File: config.mk
export PLATFORM = sky130hd
export DESIGN_NAME = addsub_seq
export DESIGN_NICKNAME = d
export VERILOG_FILES = /design/src/rtl/addsub_seq.sv
export SDC_FILE = /design/constraint.sdc
export NUM_CORES = 1
export LEC_CHECK = 0
export BUFFER_PORTS_ARGS = -buffer_cell sky130_fd_sc_hd__buf_4
export CELL_PAD_IN_SITES_DETAIL_PLACEMENT = 1
export CELL_PAD_IN_SITES_GLOBAL_PLACEMENT = 2
export CORE_MARGIN = 5
export CORE_UTILIZATION = 38
export DETAILED_ROUTE_END_ITERATION = 8
export HOLD_SLACK_MARGIN = 0.05
export PLACE_DENSITY = 0.89
export SLEW_MARGIN = 0
export SYNTH_ARGS = -nofsm -noshare
export SYNTH_HDL_FRONTEND = slang
export SYNTH_SLANG_ARGS = --single-unit
File: constraint.sdc
create_clock -name clk -period 6.2 [get_ports clk]
set_clock_uncertainty 0.05 [all_clocks]
set_input_delay 0.31 -clock clk [delete_from_list [all_inputs] [get_ports clk]]
set_output_delay 0.31 -clock clk [all_outputs]
set_load 0.05 [all_outputs]
File: src/rtl/addsub_seq.sv
// addsub_seq: multi-cycle add/subtract unit with optional signed saturation.
// Works through the WIDTH-bit operands CHUNK bits per cycle and carries a
// registered carry from one chunk to the next. The unit has a valid/ready
// handshake on its input side and on its output side.
//
// States:
//   IDLE | in_ready=1, waiting for operands
//   CALC | one chunk per cycle, chunk index idx from 0 to NCHUNK-1
//   DONE | out_valid=1, result and flags held until out_ready
//
// Ports:
//   clk, rst_n            rising-edge clock, async active-low reset
//   in_valid, in_ready    input handshake (accepted only in IDLE)
//   a, b, op              operands; op: 00 add, 01 sub, 10 add-sat, 11 sub-sat
//   out_valid, out_ready  output handshake
//   result                sum or difference, saturated if op[1] is set
//   cout                  carry out of the MSB (for sub, 1 means no borrow)
//   ovf                   signed overflow of the unsaturated operation
//   zero, neg             taken from the final (possibly saturated) result
//
// WIDTH must be >= 2 and CHUNK must divide WIDTH.
module addsub_seq #(
  parameter int WIDTH = 16,
  parameter int CHUNK = 4
) (
  input  logic             clk,
  input  logic             rst_n,
  input  logic             in_valid,
  output logic             in_ready,
  input  logic [WIDTH-1:0] a,
  input  logic [WIDTH-1:0] b,
  input  logic [1:0]       op,
  output logic             out_valid,
  input  logic             out_ready,
  output logic [WIDTH-1:0] result,
  output logic             cout,
  output logic             ovf,
  output logic             zero,
  output logic             neg
);

  localparam int NCHUNK = WIDTH / CHUNK;
  localparam int IDXW   = (NCHUNK > 1) ? $clog2(NCHUNK) : 1;
  localparam logic [IDXW-1:0] LAST_IDX = IDXW'(NCHUNK - 1);

  typedef enum logic [1:0] {IDLE, CALC, DONE} state_t;

  state_t          state;
  logic [WIDTH-1:0] a_r;
  logic [WIDTH-1:0] b_r;      // already inverted for subtraction
  logic             sat_r;    // op[1]; op[0] is folded into b_r and carry
  logic             carry;
  logic [IDXW-1:0]  idx;

  logic [CHUNK:0]   chunk_sum;
  logic [WIDTH-1:0] raw_res;
  logic [WIDTH-1:0] fin_res;
  logic             raw_ovf;

  always_comb begin
    chunk_sum = {1'b0, a_r[int'(idx)*CHUNK +: CHUNK]}
              + {1'b0, b_r[int'(idx)*CHUNK +: CHUNK]}
              + {{CHUNK{1'b0}}, carry};
    raw_res = result;
    raw_res[int'(idx)*CHUNK +: CHUNK] = chunk_sum[CHUNK-1:0];
    // Same-sign operands that give a different-sign sum. This is the same as
    // carry-in XOR carry-out at the MSB. It is only meaningful on the last chunk.
    raw_ovf = (a_r[WIDTH-1] ~^ b_r[WIDTH-1]) & (raw_res[WIDTH-1] ^ a_r[WIDTH-1]);
    fin_res = raw_res;
    if (sat_r && raw_ovf) begin
      fin_res = a_r[WIDTH-1] ? {1'b1, {(WIDTH-1){1'b0}}}
                             : {1'b0, {(WIDTH-1){1'b1}}};
    end
  end

  always_ff @(posedge clk or negedge rst_n) begin
    if (!rst_n) begin
      state     <= IDLE;
      in_ready  <= 1'b1;
      out_valid <= 1'b0;
      a_r       <= '0;
      b_r       <= '0;
      sat_r     <= 1'b0;
      carry     <= 1'b0;
      idx       <= '0;
      result    <= '0;
      cout      <= 1'b0;
      ovf       <= 1'b0;
      zero      <= 1'b0;
      neg       <= 1'b0;
    end else begin
      case (state)
        IDLE: begin
          if (in_valid) begin
            a_r      <= a;
            b_r      <= op[0] ? ~b : b;
            sat_r    <= op[1];
            carry    <= op[0];
            idx      <= '0;
            in_ready <= 1'b0;
            state    <= CALC;
          end
        end
        CALC: begin
          carry <= chunk_sum[CHUNK];
          idx   <= idx + IDXW'(1);
          if (idx == LAST_IDX) begin
            result    <= fin_res;
            cout      <= chunk_sum[CHUNK];
            ovf       <= raw_ovf;
            zero      <= (fin_res == '0);
            neg       <= fin_res[WIDTH-1];
            out_valid <= 1'b1;
            state     <= DONE;
          end else begin
            result <= raw_res;
          end
        end
        DONE: begin
          if (out_ready) begin
            out_valid <= 1'b0;
            in_ready  <= 1'b1;
            state     <= IDLE;
          end
        end
        default: begin
          state     <= IDLE;
          in_ready  <= 1'b1;
          out_valid <= 1'b0;
        end
      endcase
    end
  end

endmodule

==> impl_metrics.tcl <==
set metrics [dict create \
    drv_slew 0 \
    totalWireLength_mm 8.12 \
    drv_cap 0 \
    cts_buffer_depth 2 \
    instances_no_fill 465 \
    power_w 0.00247 \
    fin_util_pct 47.7 \
    ys_warn_count 0 \
    final_nets 404 \
    worst_pin_slew_ns 1.15 \
    cpPeakStageDelay_ns 0.90 \
    drive_above_1_share_pct 29.2 \
    track_usage_pct 16.8 \
    period_needed_ns 3.82 \
    slew_headroom_pct 23.3 \
    setup_viol 0 \
    drtIter0Drc 113 \
    hold_class "in -> reg" \
    die_y_um 102 \
    ys_ff_latch 60 \
    cts-root-buf "clkbuf_8" \
    ys.flop_type "dfrtp_1" \
    ctsResizeCount 0 \
    period_share_pct 61.7 \
    fill_cells 932 \
    p_leak_nw 1.71 \
    viasPerCell 5.36 \
    p_int_w 0.00131 \
    status "finished, final reports clean" \
    synth_cell_types 44 \
    async_reset_ff_share_pct 100 \
    synthCells 301 \
    cp_data_required_time_ns 6.40 \
    crit_buf_inv 0 \
    grt_pass1_wl_mm 13.5 \
    cts_tree "built" \
    placementRows 33 \
    synth_top_area_share_pct 46.0 \
    powerDensity_nw_per_um2 630 \
    area_growth_pct 21.9 \
    yosys.area.top_type "dfrtp_1" \
    grt_pass1_vias 2635 \
    post-route-drc-count 0 \
    hpwl_mm 5.85 \
    path_cells "mux4_2, ha_1, a21oi_1, and2_1, a221oi_2, mux2i_1, o21ai_2, o311ai_1" \
    worst_ir_drop_vdd_v 0.000199 \
    gr-total-overflow 0 \
    place_ws_ns 2.35 \
    antenna_found_initial 0 \
    crit_type "reg -> reg" \
    setup-tns-final_ns 0 \
    ioPinCount 60 \
    power_frac_seq_pct 29.9 \
    drtPass1Iterations 4 \
    grt_max_degree 61 \
    die_w_um 102 \
    syn_area_um2 3210 \
    htreeDepth 3 \
    setup_ws_ns 2.38 \
    clkSlewWorstSetupHoldPaths_ns 0.07 \
    startpoint_type "flop" \
    cp.arrival_ns 4.02 \
    cts_buffers 9 \
    cp_top_family "compound AO/OA/AOI/OAI gates" \
    netlist_top_cells_area "dfrtp_1 46%, mux2_2 6.3%, mux4_2 5.6%, xnor2_1 4.9%, a21oi_1 4.0%" \
    synth.avg_cell_area_um2 10.7 \
    cp_max_fo 20 \
    vias 2494 \
    diodes 0 \
    fmax_mhz 262 \
    p_sw_w 0.00116 \
    comb_power_share_pct 55.6 \
    syn_nets 350 \
    wl_per_cell_um 17.5 \
    synth_edf_count 0 \
    antenna_left 0 \
    place.gp.congestion 0.856 \
    cts.sinks 60 \
    start_util_pct 39.1 \
    endpoint_kind "flop" \
    slowest_stage "dfrtp_1" \
    rsz0062_at_grt "false" \
    coreArea_um2 8220 \
    hold_viol 0 \
    switching_share_pct 47.0 \
    yosysSeqAreaShare_pct 46.8 \
    clock_latency_ns 0.35 \
    die-area_um2 10400 \
    port_buffers 59 \
    dp_cells 448 \
    p_clk_share_pct 14.5 \
]
## sequential cells by signal, summed over array words and instances, names as in the netlist
register	flops
sat_r	1
idx	2
zero	1
in_ready	1
out_valid	1
result	16
carry	1
a_r	16
neg	1
ovf	1
b_r	16
state	2
cout	1
## power by group through the flow
stage	clock (W)	combinational (W)	sequential, W
2_1_floorplan	0	0.000900	0.000821
3_3_place_gp	0	0.00133	0.000733
3_5_place_dp	0	0.00136	0.000748
4_1_cts	0.000362	0.00137	0.000742
5_1_grt	0.000383	0.00149	0.000766
6_report	0.000357	0.00137	0.000737
## synthesized netlist by cell type (2+ instances only)
cell type   n
nand3_1     3
inv_1      11
clkbuf_1   10
nor2_1     27
mux2_2     18
dfrtp_1    59
and2_1      2
buf_6       2
xnor2_1    18
a21oi_1    26
nand2_1    25
o21ai_0     7
o311ai_0    2
nor2b_1    12
a31oi_1     7
buf_2       3
o211ai_1   11
mux4_2      8
a41oi_1     4
o311ai_1    2
fa_1        2
and3_1      2
ha_1        9
and2b_1     4
o31ai_1     2
nor3_1      2
nand4_1     2
nand2b_1    5
## cell usage in the layout, fill, tap and decap left out, types with 3 or more instances in the layout
cell / n
xnor2_1: 18
a31oi_1: 7
inv_1: 11
a41oi_1: 4
o211ai_1: 11
and2b_1: 4
buf_4: 59
clkbuf_8: 10
mux2_2: 18
nand2b_1: 5
nand3_1: 3
nand2_1: 25
o21ai_0: 7
nor2_1: 26
nor2b_1: 12
a21oi_1: 26
ha_1: 9
dfrtp_1: 59
mux4_2: 8
## repair_timing
action                    4_1_cts  5_1_grt
hold buffers                    1        0
hold endpoints to repair       59        0
buffers inserted                0        0
## metrics by stage
step | hold slack, ns | instance area (µm²)
2_1_floorplan | -0.0356 | 3210
5_1_grt | 0.119 | 3920
3_3_place_gp | 0.380 | 3710
3_5_place_dp | 0.393 | 3710
6_report | 0.133 | 3920
4_1_cts | 0.128 | 3920
## path summary, 6_finish.rpt
kind / endpoint / start / slack (ns) / cells past startpoint
max: result[2] / idx[0] / 2.38 / 8
min: a_r[11] / a[11] / 0.13 / 2
max reg2reg: result[2] / idx[0] / 2.38 / 8
min reg2reg: neg / neg / 0.44 / 2
max in group asynchronous: result[15] / rst_n / 5.03 / 2
min in group asynchronous: state[1] / rst_n / 0.53 / 2
## kinds of logic (layout without fill, tap and decap cells)
family / after synthesis / in the layout / synth area share (%)
and+or+nand+nor: 87 / 87 / 13.0
muxes: 27 / 27 / 12.2
buffers and inverters: 28 / 87 / 3.89
AOI/OAI and AO/OA: 70 / 70 / 14.4
adders and majority gates: 11 / 11 / 4.75
xor gates and xnor gates: 18 / 18 / 4.91
DFF: 60 / 60 / 46.8
## worst reg2reg max path: stages (launching register included)
cell and delay [ns]:
dfrtp_1 0.90, mux4_2 0.62, ha_1 0.37, a21oi_1 0.11
and2_1 0.20, a221oi_2 0.39, mux2i_1 0.44, o21ai_2 0.28
o311ai_1 0.38
## routing by layer
layer	wire length (µm)	global-route usage, %	vias to the layer above
li1	-	-	1177
met1	3740	22.2	1242
met2	3860	27.5	64
met3	410	3.96	11
met4	113	5.25	0
met5	0	0	-
## cell type report
type	instances	area [µm²]	area share (%)
timing repair buffer	60	453	11.6
sequential	60	1500	38.4
inverter	11	41.3	1.05
clock buffer	12	145	3.71
multi-input combinational	213	1590	40.7
clock inverter	4	50.0	1.28
tap	105	131	3.35
No activity file was read; power rests on OpenSTA's default activity.
